File: src/rtl/synth_pkg.sv
// Shared defaults and types for the polyphonic voice allocator.
package synth_pkg;

    localparam int unsigned NUM_KEYS_DEF   = 12;
    localparam int unsigned NUM_VOICES_DEF = 4;

    typedef logic [$clog2(NUM_KEYS_DEF)-1:0]   key_idx_t;
    typedef logic [$clog2(NUM_VOICES_DEF)-1:0] voice_age_t;

endpackage

File: src/rtl/lsb_priority_enc.sv
// Lowest-set-bit priority encoder: reports whether any request is set and the
// index of the lowest one.
module lsb_priority_enc #(
    parameter int unsigned  WIDTH = 8,
    localparam int unsigned IDX_W = (WIDTH > 1) ? $clog2(WIDTH) : 1
) (
    input  logic [WIDTH-1:0] i_req,
    output logic             o_valid,
    output logic [IDX_W-1:0] o_idx
);

    always_comb begin
        o_valid = |i_req;
        o_idx   = '0;
        for (int i = WIDTH - 1; i >= 0; i--) begin
            if (i_req[i]) o_idx = IDX_W'(i);
        end
    end

endmodule

File: src/rtl/voice_allocator.sv
// Touch-key to voice allocator: lowest free voice takes the lowest unserved key.
// Optional macro VOICE_STEAL_EN lets a new press steal the oldest voice when none is free.
module voice_allocator
    import synth_pkg::*;
#(
    parameter int unsigned  NUM_KEYS   = NUM_KEYS_DEF,
    parameter int unsigned  NUM_VOICES = NUM_VOICES_DEF,
    localparam int unsigned KEY_W      = $clog2(NUM_KEYS),
    localparam int unsigned CNT_W      = $clog2(NUM_VOICES + 1)
) (
    input  logic                        clk_in,
    input  logic                        rst_in,
    input  logic [NUM_KEYS-1:0]         touch_status_in,
    output logic [NUM_VOICES-1:0]       voice_gate_out,
    output logic [NUM_VOICES-1:0]       voice_trigger_out,
    output logic [NUM_VOICES*KEY_W-1:0] voice_note_out,
    output logic [CNT_W-1:0]            active_count_out,
    output logic                        voices_full_out
);

    localparam int unsigned      VID_W   = (NUM_VOICES > 1) ? $clog2(NUM_VOICES) : 1;
    localparam int unsigned      AGE_W   = VID_W;
    localparam logic [AGE_W-1:0] AGE_MAX = AGE_W'(NUM_VOICES - 1);

    logic [NUM_KEYS-1:0]   r_touch, r_pending;
    logic [NUM_VOICES-1:0] r_gate, r_trig;
    logic [KEY_W-1:0]      r_note [NUM_VOICES];
    logic [AGE_W-1:0]      r_age  [NUM_VOICES];
    logic [CNT_W-1:0]      r_count;
    logic                  r_full;

    logic [NUM_KEYS-1:0]   w_assigned, w_cand, w_grant, w_pending_d, w_assigned_d;
    logic [NUM_VOICES-1:0] w_keep, w_gate_d, w_trig_d;
    logic [KEY_W-1:0]      w_note_d [NUM_VOICES];
    logic [AGE_W-1:0]      w_age_d  [NUM_VOICES];
    logic [CNT_W-1:0]      w_count_d;
    logic                  w_full_d;
    logic                  w_key_valid, w_free_valid, w_alloc;
    logic [KEY_W-1:0]      w_key_idx, w_key;
    logic [VID_W-1:0]      w_free_idx, w_tgt;

    // Voices keep their gate only while their key is still held.
    always_comb begin
        w_assigned = '0;
        w_keep     = '0;
        for (int v = 0; v < NUM_VOICES; v++) begin
            w_keep[v] = r_gate[v] & r_touch[r_note[v]];
            for (int k = 0; k < NUM_KEYS; k++) begin
                if (r_gate[v] && (r_note[v] == KEY_W'(k))) w_assigned[k] = 1'b1;
            end
        end
    end

    assign w_cand = r_touch & ~w_assigned;

    lsb_priority_enc #(.WIDTH(NUM_KEYS)) u_key_enc (
        .i_req   (w_cand),
        .o_valid (w_key_valid),
        .o_idx   (w_key_idx)
    );

    lsb_priority_enc #(.WIDTH(NUM_VOICES)) u_free_enc (
        .i_req   (~r_gate),
        .o_valid (w_free_valid),
        .o_idx   (w_free_idx)
    );

`ifdef VOICE_STEAL_EN
    logic             w_pend_valid, w_steal_found;
    logic [KEY_W-1:0] w_pend_idx;
    logic [VID_W-1:0] w_steal_v;
    logic [AGE_W-1:0] w_best_age;

    lsb_priority_enc #(.WIDTH(NUM_KEYS)) u_pend_enc (
        .i_req   (r_pending),
        .o_valid (w_pend_valid),
        .o_idx   (w_pend_idx)
    );
`endif

    always_comb begin
        w_alloc = w_key_valid & w_free_valid;
        w_tgt   = w_free_idx;
        w_key   = w_key_idx;
`ifdef VOICE_STEAL_EN
        // Oldest surviving voice, strict compare keeps the lowest index on ties.
        w_steal_found = 1'b0;
        w_steal_v     = '0;
        w_best_age    = '0;
        for (int v = 0; v < NUM_VOICES; v++) begin
            if (w_keep[v] && (!w_steal_found || (r_age[v] > w_best_age))) begin
                w_steal_found = 1'b1;
                w_steal_v     = VID_W'(v);
                w_best_age    = r_age[v];
            end
        end
        if (!w_free_valid && w_pend_valid && w_steal_found) begin
            w_alloc = 1'b1;
            w_tgt   = w_steal_v;
            w_key   = w_pend_idx;
        end
`endif
    end

    always_comb begin
        w_grant = '0;
        if (w_alloc) w_grant[w_key] = 1'b1;
        for (int v = 0; v < NUM_VOICES; v++) begin
            w_gate_d[v] = w_keep[v];
            w_trig_d[v] = 1'b0;
            w_note_d[v] = r_note[v];
            w_age_d[v]  = r_age[v];
            if (w_alloc) begin
                if (w_tgt == VID_W'(v)) begin
                    w_gate_d[v] = 1'b1;
                    w_trig_d[v] = 1'b1;
                    w_note_d[v] = w_key;
                    w_age_d[v]  = '0;
                end else if (w_keep[v] && (r_age[v] != AGE_MAX)) begin
                    w_age_d[v] = r_age[v] + 1'b1;
                end
            end
        end
        // Pending tracks rising edges of the registered touch level.
        w_pending_d = touch_status_in & (~r_touch | (r_pending & ~w_grant));
    end

    // Status is computed from next state so it lines up with the registered gates.
    always_comb begin
        w_count_d    = '0;
        w_assigned_d = '0;
        for (int v = 0; v < NUM_VOICES; v++) begin
            if (w_gate_d[v]) begin
                w_count_d = w_count_d + 1'b1;
                for (int k = 0; k < NUM_KEYS; k++) begin
                    if (w_note_d[v] == KEY_W'(k)) w_assigned_d[k] = 1'b1;
                end
            end
        end
        w_full_d = (&w_gate_d) & (|(touch_status_in & ~w_assigned_d));
    end

    always_ff @(posedge clk_in) begin
        if (rst_in) begin
            r_touch   <= '0;
            r_pending <= '0;
            r_gate    <= '0;
            r_trig    <= '0;
            r_note    <= '{default: '0};
            r_age     <= '{default: '0};
            r_count   <= '0;
            r_full    <= 1'b0;
        end else begin
            r_touch   <= touch_status_in;
            r_pending <= w_pending_d;
            r_gate    <= w_gate_d;
            r_trig    <= w_trig_d;
            r_note    <= w_note_d;
            r_age     <= w_age_d;
            r_count   <= w_count_d;
            r_full    <= w_full_d;
        end
    end

    always_comb begin
        voice_note_out = '0;
        for (int v = 0; v < NUM_VOICES; v++) begin
            voice_note_out[v*KEY_W +: KEY_W] = r_note[v];
        end
    end

    assign voice_gate_out    = r_gate;
    assign voice_trigger_out = r_trig;
    assign active_count_out  = r_count;
    assign voices_full_out   = r_full;

endmodule

File: config.mk
export PLATFORM = sky130hd
export DESIGN_NAME = voice_allocator
export DESIGN_NICKNAME = d
export VERILOG_FILES = /design/src/rtl/synth_pkg.sv /design/src/rtl/lsb_priority_enc.sv /design/src/rtl/voice_allocator.sv
export SDC_FILE = /design/constraint.sdc
export NUM_CORES = 1
export LEC_CHECK = 0
export ABC_AREA = 1
export CAP_MARGIN = 10
export CORE_UTILIZATION = 35
export DETAILED_ROUTE_END_ITERATION = 16
export PLACE_DENSITY = 0.66
export SLEW_MARGIN = 20
export SYNTH_ARGS = -nofsm -noshare
export SYNTH_HDL_FRONTEND = slang
export SYNTH_SLANG_ARGS = --single-unit
File: constraint.sdc
create_clock -name clk_in -period 4.9 [get_ports clk_in]
set_clock_uncertainty 0.1 [all_clocks]
set_input_delay 0.98 -clock clk_in [delete_from_list [all_inputs] [get_ports clk_in]]
set_output_delay 0.98 -clock clk_in [all_outputs]
set_load 0.005 [all_outputs]
==> results of run 1 <==
-- cell type report --
| cell class | instances | area, µm² |
|---|---|---|
| flip-flops and latches | 40 | 801 |
| multi-input cells | 424 | 2080 |
| repair buffers | 42 | 418 |
| clock buffers | 8 | 90.1 |
| fillers | 969 | 4990 |
| inverters | 88 | 330 |
| well taps | 108 | 135 |
-- flip-flops by register name (all words and copies together), names as in the netlist --
signal	count
voices_full_out	1
active_count_out	3
voice_gate_out	4
voice_trigger_out	4
voice_note_out	16
r_touch	12
-- cells in the mapped netlist (4+ instances only) --
cell type / n / share of area [%]
nand3b_1: 4 / 0.92
nand4_1: 19 / 3.7
dfxtp_1: 40 / 25
nor2_1: 114 / 13
o221ai_1: 12 / 3.2
a21oi_1: 7 / 1.1
inv_1: 65 / 7.5
nand2_1: 135 / 16
inv_2: 21 / 2.4
nor2_2: 13 / 2.5
o21ai_0: 5 / 0.77
nand2_2: 4 / 0.77
nand3_1: 72 / 11
a22oi_1: 12 / 2.8
clkbuf_1: 7 / 0.81
-- worst max-delay path by stage --
stage / from / endpoint / slack [ps] / depth (start not counted)
6_report: voice_gate_out[1] / active_count_out[1] / 1520 / 16
5_1_grt: voice_gate_out[1] / active_count_out[1] / 1210 / 16
4_1_cts: voice_gate_out[1] / active_count_out[1] / 1520 / 16
3_5_place_dp: voice_gate_out[1] / active_count_out[1] / 1550 / 16
3_3_place_gp: voice_gate_out[1] / active_count_out[1] / 1560 / 16
2_1_floorplan: voice_gate_out[0] / active_count_out[1] / 2110 / 17
-- layout by cell type (no fill, tap or decap), types with 13 or more instances in the layout --
master,count
clkdlybuf4s50_1,41
inv_2,21
nand2_1,135
nor2_2,13
nand3_1,72
nand4_1,19
inv_1,65
nor2_1,114
dfxtp_1,40
-- critical path: cells and delay by family (launching register included) --
family                   cells  cell delay, ps
AO/OA/AOI/OAI                3             400
AND/OR/NAND/NOR              7            1040
XOR/XNOR                     1             180
buffers and inverters        3             340
adder cells (fa/ha/maj)      2             560
flip-flops                   1             650
-- logic make-up (layout without fill, tap and decap cells) --
kind of cell | count (synthesis) | after routing | synth area share [%]
adders and majority gates | 3 | 3 | 1.16
and+or+nand+nor | 373 | 373 | 51.3
DFF | 40 | 40 | 24.7
AOI/OAI and AO/OA | 47 | 47 | 11.4
buffers and inverters | 97 | 138 | 11.3
xor gates and xnor gates | 1 | 1 | 0.270
-- through the flow --
step / instance area (µm²) / setup WS, ps / hold slack (ps)
6_report: 3850 / 1520 / 570
5_1_grt: 3850 / 1210 / 600
4_1_cts: 3850 / 1520 / 562
3_5_place_dp: 3760 / 1550 / 545
3_3_place_gp: 3760 / 1560 / 556
2_1_floorplan: 3250 / 2110 / 459
-- per-layer routing --
layer	vias up	GRT usage [%]	wire [µm]	part of all wire [%]
li1	1891	-	-	-
met1	1760	30.3	4950	42
met2	160	41.7	5490	47
met3	38	1.57	580	5.0
met4	0	14.4	644	5.5
met5	-	0	0	0
-- report_power, final --
part | switching, W | total [W] | internal [W]
sequential | 0.0000315 | 0.000375 | 0.000343
clock | 0.000106 | 0.000221 | 0.000115
combinational | 0.000175 | 0.000276 | 0.000101
total | 0.000313 | 0.000872 | 0.000559
==> qor.csv, run 1 <==
stage,metric,value,unit
route,DR vias,3849,
clock_tree,post-cts hold buffer count,0,
clock_tree,CTS max path bufs,2,
route,DRT Pass-1 Iters,5,
power_and_ir_drop,Tot Pwr,0.000872,W
clock_tree,"Setup Fix Bufs, Post-CTS",0,
outcome,status,completed,
worst_setup_path,"setup slack, reg-to-reg",1520,ps
synth,count of cell types in the netlist,34,
finish,fin nets,618,
synth,Cells after Synth,561,
run,Max Cap Violations,0,
route,DRC,0,
worst_setup_path,CP arrival,3460,ps
route,Final ANT Viol Nets,0,
timing,Fin Setup TNS,0,ps
global_route,GRT overflow,0,
synth,Mean Syn Cell Area,5.79,µm²
global_route,GRT Total Usage,24.4,%
synth,"EDFF count, synth",0,
floorplanning,Die Y,98.3,µm
synth,synthesized flop and latch total,40,
worst_setup_path,"Max FO, Critical Path",14,
synth,Syn Nets,578,
timing,"Slew Viols, Final",0,
timing,fmax,296,MHz
route,final wirelength,11.7,mm
global_route,largest net degree at the start of global routing,35,
hold_path,Hold Path Sink,voice_note_out[15],
floorplanning,Rows,34,
finish,fin cells,710,
power_and_ir_drop,VDD IR max,0.118,mV
power_and_ir_drop,PD cells,226,mW/mm²
route,DR WL/cell,16.4,µm
finish,"Core Util, Final",43.6,%
placed_design,routability congestion estimate,0.951,
worst_setup_path,FF-to-FF End,active_count_out[1],
global_route,initial antenna violation count,0,
clock_tree,clock latency on the worst-skew pair,290,ps
worst_setup_path,worst r2r path cells,16,
clock_tree,CTS sink cnt,40,
placed_design,IO Port Bufs,41,
timing,crit path time final,3380,ps
floorplanning,I/O pins,42,
hold_path,Hold WC Path Type,register to register,
floorplanning,Die W,98.3,µm
finish,share of layout cells above drive strength 1,10.1,%
synth,share of the yosys chip area belonging to registers,24.7,%
placed_design,hpwl dp,9.59,mm
worst_setup_path,"Data required, critical path",4980,ps
worst_setup_path,CP Capture Type,register,
clock_tree,clk root buf,clkbuf_8,
timing,period utilization,69.0,%
hold_path,HP Start,voice_note_out[15],
clock_tree,CTS Buf Count,5,
route,DR iter-0 viols,220,
clock_tree,TritonCTS clock tree,built,
finish,area delta synth->final,18.7,%
synth,synthesized cell area,0.00325,mm²
worst_setup_path,WS Path Type,register to register,
floorplanning,core outline area,0.00885,mm²
synth,asr flop ratio synth,0,%
placed_design,Inst Count DP,702,
worst_setup_path,Critical Path Slowest Stage Cell,dfxtp_1,
worst_setup_path,reg-to-reg critical path startpoint,voice_gate_out[1],
power_and_ir_drop,Leak,1.69,nW
clock_tree,clk slew on worst S/H paths,80,ps
floorplanning,Initial Util,36.7,%
worst_setup_path,"Critical Path, Cell by Cell",inv_1 > nor2_1 > nand2_1 > o21ai_1 > o21ai_1 > nor2_2 > nand3_4 > nand3_2 > nand2_1 > inv_2 > ha_1 > xnor2_1 > inv_1 > ha_1 > o21ai_0 > nor2_1,
hold_path,cell depth of the worst min-delay path,4,
clock_tree,H-tree levels,2,
global_route,vias in the first global route,3619,
finish,number of diodes,0,
timing,Final setup violation count,0,
worst_setup_path,critical path startpoint category,register,
floorplanning,Die ar.,0.00967,mm²
synth,ys flop type,dfxtp_1,
worst_setup_path,largest stage delay on the critical path,650,ps
synth,Yosys warning count,0,
route,vias per std cell,5.42,
timing,Final Hold Viols,0,
timing,Slew HR,59.1,%
clock_tree,CTS resizes,0,
timing,Worst Max-Slew Pin Slew,613,ps
global_route,first-pass GRT wire length,18.3,mm
timing,RSZ-0062 raised after global routing,no,
Power figures use the tool's default switching activity.
==> inputs of run 2 (changes only) <==
Settings changed: PLACE_DENSITY 0.66 to 0.68.
Clock period 4.9 ns to 3.05 ns, I/O delays scaled along.
==> run 2 against run 1 <==
  * Utilization up 12 points
  * Non-clock buffer count grew 99
  * Routed wire length is 13% higher
  * Die area unchanged
  * Sequential power grew 56%
  * Combinational power increased by 140%
  * Critical endpoint is now voices_full_out
  * Largest cell class unchanged
  * Largest power group is now combinational cells
==> qor.csv, run 2 (synthesized netlist as in run 1, its figures left out) <==
stage,metric,value,unit,change
worst_setup_path,CP Capture Type,register,,
clock_tree,post-cts hold buffer count,0,,unchanged
placed_design,routability congestion estimate,0.988,,+3.9%
power_and_ir_drop,part of the power in registers,34.9,%,-8.1 points
timing,Slew HR,72.3,%,+13 points
hold_path,Hold WC Path Type,register to register,,
timing,Worst Max-Slew Pin Slew,413,ps,-200 ps
floorplanning,Die W,98.3,µm,unchanged
global_route,initial antenna violation count,0,,unchanged
finish,"Core Util, Final",55.6,%,+12 points
placed_design,hpwl dp,10.6,mm,+10%
finish,Seq. cell area,846,µm²,+5.6%
timing,Fin Setup TNS,0,ps,unchanged
route,DRC,0,,unchanged
worst_setup_path,critical path startpoint category,register,,
finish,number of diodes,0,,unchanged
route,DRT Pass-1 Iters,5,,unchanged
route,vias per std cell,5.36,,-1.2%
route,DR WL/cell,16.3,µm,-0.91%
route,DR iter-0 viols,281,,+28%
finish,filler instances,881,,-9.1%
power_and_ir_drop,PD cells,340,mW/mm²,+50%
finish,fin nets,717,,+16%
floorplanning,Rows,34,,unchanged
power_and_ir_drop,VDD IR max,0.184,mV,+56%
outcome,status,completed,,
finish,area delta synth->final,51.5,%,
route,DR vias,4333,,+13%
clock_tree,TritonCTS clock tree,built,,
power_and_ir_drop,sw frac,35.2,%,-0.70 points
floorplanning,core outline area,0.00885,mm²,unchanged
floorplanning,I/O pins,42,,unchanged
clock_tree,CTS sink cnt,40,,unchanged
floorplanning,Die Y,98.3,µm,unchanged
timing,Final setup violation count,0,,unchanged
timing,fmax,340,MHz,+15%
worst_setup_path,WS Path Type,register to register,,
global_route,GRT Total Usage,26.7,%,+2.3 points
clock_tree,clk root buf,clkbuf_8,,
run,Max Cap Violations,0,,unchanged
floorplanning,Die ar.,0.00967,mm²,unchanged
power_and_ir_drop,Clock power frac,26.0,%,+0.6 points
clock_tree,clock latency on the worst-skew pair,300,ps,about the same
timing,crit path time final,2940,ps,-443 ps
finish,most frequent cells in the layout,"nand2_1 (112), nor2_1 (100), buf_4 (97), inv_1 (64), nand3_1 (62)",,
global_route,vias in the first global route,4029,,+11%
timing,"Slew Viols, Final",0,,unchanged
placed_design,DP Worst Slack,-12.6,ps,-1560 ps
floorplanning,Initial Util,36.7,%,unchanged
finish,"most common cell after layout, fill and taps aside",nand2_1,,
global_route,first-pass GRT wire length,20.0,mm,+9.6%
worst_setup_path,"Data required, critical path",3150,ps,-1830 ps
finish,share of layout cells above drive strength 1,32.5,%,+22 points
timing,period utilization,96.3,%,+27 points
clock_tree,clk slew on worst S/H paths,80,ps,about the same
placed_design,IO Port Bufs,41,,unchanged
timing,worst hold margin,654,ps,+83.8 ps
power_and_ir_drop,combinational power share,39.1,%,+7.4 points
clock_tree,CTS Buf Count,5,,unchanged
finish,"Design Area, Final",0.00492,mm²,+28%
finish,max reg flops,16,,unchanged
finish,multi-input logic area,0.00231,mm²,+11%
placed_design,placed instance area,0.00447,mm²,+19%
clock_tree,CTS max path bufs,2,,unchanged
power_and_ir_drop,Psw,0.000590,W,+88%
route,Final ANT Viol Nets,0,,unchanged
clock_tree,H-tree levels,2,,unchanged
timing,Final Hold Viols,0,,unchanged
worst_setup_path,"Max FO, Critical Path",5,,-9
global_route,largest net degree at the start of global routing,35,,unchanged
worst_setup_path,CP arrival,3040,ps,-420 ps
route,final wirelength,13.2,mm,+13%
timing,setup ws final,112,ps,-1410 ps
global_route,GRT overflow,0,,unchanged
power_and_ir_drop,Leak,2.22,nW,+32%
power_and_ir_drop,Internal,0.00108,W,+94%
## run 2: changes by cell type in the layout (fill, tap and decap cells not counted), moves of 2 or more
cell / previous run / this run
buf_4: 1 / 97
nand2_1: 135 / 112
nand2_2: 4 / 25
dfxtp_1: 40 / 22
nor2_1: 114 / 100
nand3_1: 72 / 62
nor2_4: 1 / 11
dfxtp_2: 0 / 9
dfxtp_4: 0 / 9
nand3_2: 3 / 12
nor2_2: 13 / 17
buf_12: 0 / 2
nand2_4: 1 / 3
## run 2: cell type report
| class | instances | area share (%) |
|---|---|---|
| multi-input cells | 424 | 46.9 |
| repair buffers | 141 | 24.2 |
| flip-flops and latches | 40 | 17.2 |
| inverters | 88 | 6.76 |
| well taps | 108 | 2.75 |
| clock buffers | 6 | 1.48 |
| clock inverters | 2 | 0.712 |
## run 2: per-stage QoR
| stage | std cells | total power (W) |
|---|---|---|
| finish | 809 | 0.00167 |
| global route | 809 | 0.00176 |
| CTS | 801 | 0.00161 |
| detailed placement | 792 | 0.00119 |
| global placement | 792 | 0.00118 |
| floorplan | 561 | 0.000891 |
## run 2: path summary, 6_finish.rpt
| kind | depth (start not counted) | startpoint | slack (ps) | endpoint |
|---|---|---|---|---|
| max | 22 | voice_note_out[2] | 110 | voices_full_out |
| min | 3 | voice_note_out[1] | 650 | voice_note_out[1] |
| max reg2reg | 22 | voice_note_out[2] | 110 | voices_full_out |
| min reg2reg | 3 | voice_note_out[1] | 650 | voice_note_out[1] |
## run 2: timing repair
action / in CTS / in global routing
gates resized for setup: 4 / 89
pin swaps: 1 / 42
setup endpoints to repair: 1 / 3
setup buffers: 1 / 9
## run 2: worst max-delay path, stage by stage, from the launching register on
cell and delay (ps):
dfxtp_4 380, inv_1 70, nand2_2 90, nor2_1 50, nor2_1 100, nand4_1 220, nand2_2 160, nor2_4 60
nand3_4 160, nand2_4 100, buf_6 140, a22oi_2 250, nand2_1 120, nor2_2 170, inv_2 60, nor2_1 90
nor2_1 60, nand2_1 50, nand2_1 60, nor2_2 140, nand3_2 90, nand2_1 70, inv_1 30
## run 2: metal layers
metal  GRT usage (%)  vias to the layer above  routed length, µm
met3            2.65                       54                783
met4            13.3                        0                697
met1            33.5                     1972               5450
met5               0                        -                  0
met2            45.7                      208               6240
li1                -                     2099                  -
## run 2: power by group through the flow
| stage | clock [W] | sequential [W] | combinational, W |
|---|---|---|---|
| global placement | 0 | 0.000592 | 0.000592 |
| detailed placement | 0 | 0.000593 | 0.000593 |
| global route | 0.000459 | 0.000587 | 0.000711 |
| floorplan | 0 | 0.000591 | 0.000300 |
| CTS | 0.000436 | 0.000581 | 0.000597 |
| finish | 0.000436 | 0.000584 | 0.000655 |
